$ cat config.mk
export PLATFORM = sky130hd
export DESIGN_NAME = quire_to_posit_4_0
export DESIGN_NICKNAME = d
export VERILOG_FILES = /design/src/rtl/posit_defines_pkg.sv /design/src/rtl/posit_4_0_round_encode.sv /design/src/rtl/quire_to_posit_4_0.sv
export SDC_FILE = /design/constraint.sdc
export NUM_CORES = 1
export LEC_CHECK = 0
export ABC_AREA = 0
export BUFFER_PORTS_ARGS = -buffer_cell sky130_fd_sc_hd__buf_4
export CORE_MARGIN = 2
export CORE_UTILIZATION = 49
export DETAILED_ROUTE_END_ITERATION = 10
export PLACE_DENSITY = 0.76
export SLEW_MARGIN = 20
export SYNTH_ARGS = -nofsm -noshare
export SYNTH_HDL_FRONTEND = slang
export SYNTH_SLANG_ARGS = --single-unit
$ cat constraint.sdc
create_clock -name clk -period 2.1 [get_ports clk]
set_input_delay 0.21 -clock clk [delete_from_list [all_inputs] [get_ports clk]]
set_output_delay 0.21 -clock clk [all_outputs]
set_load 0.01 [all_outputs]
$ cat src/rtl/posit_defines_pkg.sv
// rtl/posit_defines_pkg.sv - shared posit<4,0> constants and types
package posit_defines;

    localparam int QUIRE_FRAC_BITS_4_0 = 4;

    // Lower bound of each magnitude code, in quire LSBs (1/16 units).
    localparam int P40_THR_010 = 6;
    localparam int P40_THR_011 = 11;
    localparam int P40_THR_100 = 14;
    localparam int P40_THR_101 = 21;
    localparam int P40_THR_110 = 28;
    localparam int P40_THR_111 = 49;

    localparam logic [3:0] POSIT_4_0_NAR  = 4'b1000;
    localparam logic [3:0] POSIT_4_0_ZERO = 4'b0000;

    typedef logic [2:0] p40_code_t;

endpackage

$ cat src/rtl/posit_4_0_round_encode.sv
// rtl/posit_4_0_round_encode.sv - unsigned quire magnitude to rounded posit<4,0> magnitude code
module posit_4_0_round_encode
    import posit_defines::*;
#(
    parameter int MAG_W = 20
) (
    input  logic [MAG_W-1:0] mag_i,
    output p40_code_t        code_o
);

    // Thresholds already fold in ties-to-even, so nonzero never drops to 000.
    always_comb begin
        code_o = 3'b000;
        if (mag_i >= MAG_W'(P40_THR_111))      code_o = 3'b111;
        else if (mag_i >= MAG_W'(P40_THR_110)) code_o = 3'b110;
        else if (mag_i >= MAG_W'(P40_THR_101)) code_o = 3'b101;
        else if (mag_i >= MAG_W'(P40_THR_100)) code_o = 3'b100;
        else if (mag_i >= MAG_W'(P40_THR_011)) code_o = 3'b011;
        else if (mag_i >= MAG_W'(P40_THR_010)) code_o = 3'b010;
        else if (mag_i != '0)                  code_o = 3'b001;
    end

endmodule

$ cat src/rtl/quire_to_posit_4_0.sv
// rtl/quire_to_posit_4_0.sv - three-stage quire to posit<4,0> converter with sticky window NaR
module quire_to_posit_4_0
    import posit_defines::*;
#(
    parameter bit ONLY_EOW   = 1'b1,
    parameter int QUIRE_SIZE = 20
) (
    input  logic                  clk,
    input  logic                  rst,
    input  logic                  rts_i,
    output logic                  rtr_o,
    input  logic                  sow_i,
    input  logic                  eow_i,
    input  logic [QUIRE_SIZE-1:0] data_i,
    input  logic                  sign_i,
    input  logic                  zero_i,
    input  logic                  NaR_i,
    input  logic                  rtr_i,
    output logic                  rts_o,
    output logic                  sow_o,
    output logic                  eow_o,
    output logic [3:0]            posit_o,
    output logic                  NaR_o,
    output logic                  zero_o,
    output logic                  sign_o
);

    logic process_en;
    logic accept;

    logic                  nar_acc_q, nar_acc_d;
    logic                  s1_valid_q, s1_sign_q, s1_zero_q, s1_nar_q, s1_sow_q, s1_eow_q;
    logic [QUIRE_SIZE-1:0] s1_mag_q;
    logic                  s2_valid_q, s2_sign_q, s2_zero_q, s2_nar_q, s2_sow_q, s2_eow_q;
    p40_code_t             s2_code_q;
    logic                  s3_valid_q, s3_sow_q, s3_eow_q, s3_nar_q;
    logic [3:0]            s3_posit_q;

    logic [QUIRE_SIZE-1:0] mag_d;
    logic                  nar_cap_d;
    p40_code_t             code_d;
    logic [3:0]            pos_mag;
    logic [3:0]            posit_d;

    assign process_en = rtr_i | ~rts_o;
    assign rtr_o      = process_en;
    assign accept     = rts_i & process_en;

    // Most negative quire wraps to 2^(N-1), which is still the correct unsigned magnitude.
    assign mag_d     = data_i[QUIRE_SIZE-1] ? (~data_i + QUIRE_SIZE'(1)) : data_i;
    assign nar_cap_d = NaR_i | (~sow_i & nar_acc_q);
    assign nar_acc_d = sow_i ? NaR_i : (nar_acc_q | NaR_i);

    posit_4_0_round_encode #(.MAG_W(QUIRE_SIZE)) u_round_encode (
        .mag_i  (s1_mag_q),
        .code_o (code_d)
    );

    assign pos_mag = {1'b0, s2_code_q};

    always_comb begin
        posit_d = s2_sign_q ? (~pos_mag + 4'd1) : pos_mag;
        if (s2_nar_q)       posit_d = POSIT_4_0_NAR;
        else if (s2_zero_q) posit_d = POSIT_4_0_ZERO;
    end

    always_ff @(posedge clk) begin
        if (rst) begin
            nar_acc_q  <= 1'b0;
            s1_valid_q <= 1'b0;
            s1_mag_q   <= '0;
            s1_sign_q  <= 1'b0;
            s1_zero_q  <= 1'b0;
            s1_nar_q   <= 1'b0;
            s1_sow_q   <= 1'b0;
            s1_eow_q   <= 1'b0;
            s2_valid_q <= 1'b0;
            s2_code_q  <= '0;
            s2_sign_q  <= 1'b0;
            s2_zero_q  <= 1'b0;
            s2_nar_q   <= 1'b0;
            s2_sow_q   <= 1'b0;
            s2_eow_q   <= 1'b0;
            s3_valid_q <= 1'b0;
            s3_posit_q <= POSIT_4_0_ZERO;
            s3_nar_q   <= 1'b0;
            s3_sow_q   <= 1'b0;
            s3_eow_q   <= 1'b0;
        end else if (process_en) begin
            if (accept) begin
                nar_acc_q <= nar_acc_d;
            end
            // Non-eow beats only feed the sticky NaR when ONLY_EOW is set.
            s1_valid_q <= accept & (eow_i | ~ONLY_EOW);
            s1_mag_q   <= mag_d;
            s1_sign_q  <= sign_i;
            s1_zero_q  <= zero_i;
            s1_nar_q   <= nar_cap_d;
            s1_sow_q   <= sow_i;
            s1_eow_q   <= eow_i;

            s2_valid_q <= s1_valid_q;
            s2_code_q  <= code_d;
            s2_sign_q  <= s1_sign_q;
            s2_zero_q  <= s1_zero_q;
            s2_nar_q   <= s1_nar_q;
            s2_sow_q   <= s1_sow_q;
            s2_eow_q   <= s1_eow_q;

            s3_valid_q <= s2_valid_q;
            s3_posit_q <= posit_d;
            s3_nar_q   <= s2_nar_q;
            s3_sow_q   <= s2_sow_q & s2_valid_q;
            s3_eow_q   <= s2_eow_q & s2_valid_q;
        end
    end

    assign rts_o   = s3_valid_q;
    assign posit_o = s3_posit_q;
    assign NaR_o   = s3_nar_q;
    assign sow_o   = s3_sow_q;
    assign eow_o   = s3_eow_q;
    assign zero_o  = (s3_posit_q == 4'b0000);
    assign sign_o  = s3_posit_q[3];

endmodule

=== After elaboration in Yosys (flattened, before gate mapping) ===
Cells that the tools add are included.
W data, S select, Z words.

* Input port bits: 29
* Register bits: 44
* Word-level logic and storage cells: 55

* Reductions and logical operators: 3
* Magnitude comparators: 6
* Mux-type cells: 12
* $add $sub $neg: 2
* Bitwise logic cells: 12

{| class="wikitable"
|+ Operator list
! cell !! number
|-
| $ge A20 B4 Y1 const B || 2
|-
| $ge A20 B5 Y1 const B || 2
|-
| $add A20 B1 Y20 const B || 1
|-
| $ge A20 B3 Y1 const B || 1
|-
| $ge A20 B6 Y1 const B || 1
|-
| $mux W20 || 1
|-
| $not A20 Y20 || 1
|-
| $reduce_bool A20 Y1 || 1
|-
| $mux W3 || 6
|-
| $mux W4 || 3
|-
| $and A1 B1 Y1 || 5
|-
| $add A4 B1 Y4 const B || 1
|-
| $logic_not A4 Y1 || 1
|-
| $not A3 Y4 || 1
|-
| $or A1 B1 Y1 || 3
|-
| $mux W1 || 2
|-
| $not A1 Y1 || 2
|-
| $reduce_and A2 Y1 || 1
|}

=== Longest topological paths before layout ===
* Depth in word-level cells: 8
* Depth in mapped cells: 8
* Gate-level depth less buffers: 7

=== Cells and area by module ===
Synthesis repeated with hierarchy kept, for this count alone.

* Cell total of the unflattened synthesis: 283
* Area, all modules: 2242.2 um2

{| class="wikitable"
|+ Modules (own cells, without submodules)
! module !! times used !! sequential area each (um2) !! area an instance (um2) !! cells each
|-
| quire_to_posit_4_0 || 1 || 880.8 || 2079.5 || 258
|-
| posit_4_0_round_encode || 1 || 0.0 || 162.7 || 25
|}

=== Worst setup path after synthesis ===
OpenSTA, ideal clock, no wires.

* Path kind: input to register
* Start point: input port data_i[0]
* End point: register s1_mag_q[18]
* Setup slack: 0.100 ns
* Data arrival time: 1.915 ns
* Setup time: 0.086 ns
* Stages on the path: 8
* Data required time: 2.014 ns
* Cell sequence: inv_1 -> ha_1 -> or3b_2 -> or2_2 -> buf_2 -> o41ai_2 -> xor2_1 -> a211oi_1

* Cells in the longest elaborated chain, start to end: 3

{| class="wikitable"
|+ Ends and longest elaborated chain
! item !! line !! source
|-
| from (decl) || quire_to_posit_4_0.sv:14 || <nowiki>input logic [QUIRE_SIZE-1:0] data_i,</nowiki>
|-
| $not A20 Y20 || quire_to_posit_4_0.sv:50 || <nowiki>assign mag_d = data_i[QUIRE_SIZE-1] ? (~data_i + QUIRE_SIZE'(1)) : data_i;</nowiki>
|-
| $add A20 B1 Y20 || quire_to_posit_4_0.sv:50 ||
|-
| $mux W20 || quire_to_posit_4_0.sv:50 ||
|-
| to (signal assigned) || quire_to_posit_4_0.sv:95 || <nowiki>s1_mag_q <= mag_d;</nowiki>
|-
| to (decl) || quire_to_posit_4_0.sv:33 || <nowiki>logic [QUIRE_SIZE-1:0] s1_mag_q;</nowiki>
|}

No other way between the ends.
A chain may end at the register's enable or synchronous reset.

=== Worst setup path in the final report ===
Ends and elaborated chain as after synthesis.

==> summary.md <==
| Metric | Value |
|---|---|
| Layout cells sized above 1 | 0.2076 |
| Ports | 40 |
| Arr. time, crit path | approximately 2100 ps |
| Final setup vio count | 0 |
| Power Dens Cells | around 700 nW/µm² |
| CP Capture Type | register |
| Yosys warns | 0 |
| RSZ-0062 raised after global routing | no |
| Worst-path clk slew | around 80 ps |
| Multi-input logic area | 1105 µm² |
| Syn_nets | roughly 290 |
| CTS max path bufs | 2 |
| Placed cell count | between 300 and 400 |
| Tmin final | between 1500 and 2000 ps |
| Max Cap Viol | 0 |
| DIE AREA | 4824 µm² |
| Die Span Y | ~69 µm |
| GRT overflow | 0 |
| All-Layer GR Usage | 0.1719 |
| First-pass iteration count of the detailed router | 4 |
| Finished Layout Cells | 339 |
| ANT nets after route | 0 |
| First-pass GRT wire length | slightly below 7000 µm |
| Peak supply drop | between 300 and 400 µV |
| Starting density of the core | 0.5174 |
| Layout net count | between 300 and 400 |
| Residual DRC | 0 |
| Vias/cell | 5.375 |
| Pre-CTS setup slack | -114.1 ps |
| Mapped Cells | between 200 and 300 |
| Final hold vios | 0 |
| Fmax | about 530 MHz |
| Critical path's slowest cell | or3b_2 |
| H-tree depth | 2 |
| Critical setup path kind | primary input to register |
| Transition time of the tightest slew-check pin | between 400 and 500 ps |
| Leak | around 1.0 nW |
| Post-synthesis sequential area ratio | 0.4195 |
| DP HPWL | roughly 2900 µm |
| Async S/R FF share, synth | 0 |
| Chip width | ~70 µm |
| WP data required | 2310 ps |
| N_diodes | 0 |
| Post-cts sizing count | 0 |
| Fin crit share | 0.9008 |
| Vias in the first global route | about 1.6k |
| Post-synth top area cell | dfxtp_1 |
| Final Slew Violations | 0 |
| Mean Syn Cell Area | between 8 and 9 µm² |
| Number of post-CTS setup repair buffers | 0 |
| Top_reg_cell synth | dfxtp_1 |
| CTS tree | done |
| Row cnt | 23 |
| Synth top area share | 0.4195 |
| Layout overhead on the synthesized area | 20.26% |
| Yosys reg bits | between 40 and 50 |
| CP max FO | 6 |
| Fin Hold WS | 154.3 ps |
| Synthesized area | ~2100 µm² |
| Critical Path Source Type | primary input |
| Number of port buffers | 39 |
| Gp weighted congestion | 0.7941 |
| Final total power | 1.808 mW |
| CP max stage delay | between 400 and 500 ps |
| Top reg by flops | s1_mag_q |
| CTS Sinks | 44 |
| Largest cells by area after synthesis | dfxtp_1 (42%), xor2_1 (6.7%), a211oi_1 (6.4%) |
| Status | completed |
| Clock Latency Late Sink | 300 ps |
| Core area | between 4000 and 5000 µm² |
| EDFF count, synth | 0 |
| # fillers | around 370 |
| Hold Crit Class | primary input to register |
| DR vias | 1822 |
| Final worst slack | about 210 ps |
| CTS Buf Count | 5 |
| Max reg flops | 20 |
| Initial antenna violation count | 0 |
| Final wirelength | 4006 µm |
| Clock skew after layout | 5.818 ps |
| Routed WL per cell | between 10 and 15 µm |
| Sequential cell area | 880.8 µm² |
| Distinct cells, synth | 39 |
| Largest net degree at the start of global routing | 44 |
| Worst relative slew slack | 0.7141 |
| Crit path cell chain | buf_4 > inv_1 > ha_1 > or3b_2 > or2_2 > o41ai_2 > xor2_1 > a211oi_1 |
| Initial DRC count | between 100 and 150 |
| Hold-fix buffers at CTS | 0 |
| Clock root cell | clkbuf_8 |
==> through the flow <==
stage               instance area, µm²    util  setup TNS [ps]
floorplan                         2100       -               0
global placement                  2417  0.5957          -4.339
detailed placement                2417  0.5957          -148.9
CTS                               2525  0.6223               0
global route                      2525  0.6223               0
finish                            2525  0.6223               0
==> Yosys cell counts, types with 3 or more instances <==
master / number
a211oi_1: 18
a21oi_1: 19
a22oi_1: 3
a31oi_1: 3
buf_1: 4
buf_2: 3
clkbuf_1: 12
dfxtp_1: 44
inv_1: 8
nand2_1: 35
nor2_1: 28
nor3_1: 9
nor4_1: 6
o21ai_0: 7
o31ai_1: 8
or2_2: 3
xor2_1: 16
==> worst paths after layout <==
| path | start | to | slack, ps | cells after the start |
|---|---|---|---|---|
| setup / recovery | data_i[0] | s1_mag_q[18]$_SDFFE_PP0N_ | 210 | 8 |
| hold / removal | NaR_i | s1_nar_q$_SDFFE_PP0N_ | 150 | 3 |
| setup reg to reg | s1_mag_q[1]$_SDFFE_PP0N_ | s2_code_q[0]$_SDFFE_PP0N_ | 530 | 5 |
| hold reg to reg | eow_o$_SDFFE_PP0N_ | eow_o$_SDFFE_PP0N_ | 450 | 2 |
==> power by group <==
group / switching [mW] / internal [mW] / leakage [nW]
Combinational: 0.122 / 0.126 / 0.630
Clock: 0.280 / 0.353 / 0.0552
Sequential: 0.0395 / 0.889 / 0.365
Total: 0.441 / 1.37 / 1.05
==> per-layer routing <==
metal / GRT usage / vias to the layer above / wire length (µm) / part of all wire
met5: 0 / - / 0 / 0
met4: 0.07190 / 0 / 51 / 0.013
met3: 0.05087 / 4 / 211 / 0.053
met2: 0.2842 / 44 / 1835 / 0.46
met1: 0.2080 / 803 / 1908 / 0.48
li1: - / 971 / - / -
==> kinds of logic (layout without fill, tap and decap cells) <==
family / Yosys count / count (layout) / synth area share
AOI/OAI and AO/OA: 66 / 66 / 0.2134
xor gates and xnor gates: 18 / 18 / 0.07509
adders and majority gates: 3 / 3 / 0.01668
buffers and inverters: 29 / 60 / 0.05542
DFF: 44 / 44 / 0.4195
muxes: 1 / 1 / 0.004768
and+or+nand+nor: 97 / 97 / 0.2151
==> placed cells by master, fill, tap and decap left out, drive strengths merged, types with 3 or more instances in the layout <==
master,count
dfxtp,44
buf,43
nand2,35
nor2,28
a21oi,19
a211oi,18
xor2,16
nor3,9
inv,9
o31ai,8
o21ai,7
nor4,6
clkbuf,6
or4,4
o41ai,4
or2,3
a31oi,3
a22oi,3
==> worst max-delay path: cells and delay by family <==
kind / cells / cell delay (ps)
and+or+nand+nor: 2 / 840
adders and majority gates: 1 / 150
xor gates and xnor gates: 1 / 120
buffers and inverters: 2 / 150
AOI/OAI and AO/OA: 2 / 620
==> layout make-up <==
type,count,share of cell area
Clock buffer,6,0.02874
Tap cell,50,0.02478
Sequential cell,44,0.3489
Inverter,9,0.01338
Timing Repair Buffer,43,0.1328
Multi-Input combinational cell,185,0.4376
Clock inverter,2,0.01388
(Power assumes the default switching activity.)
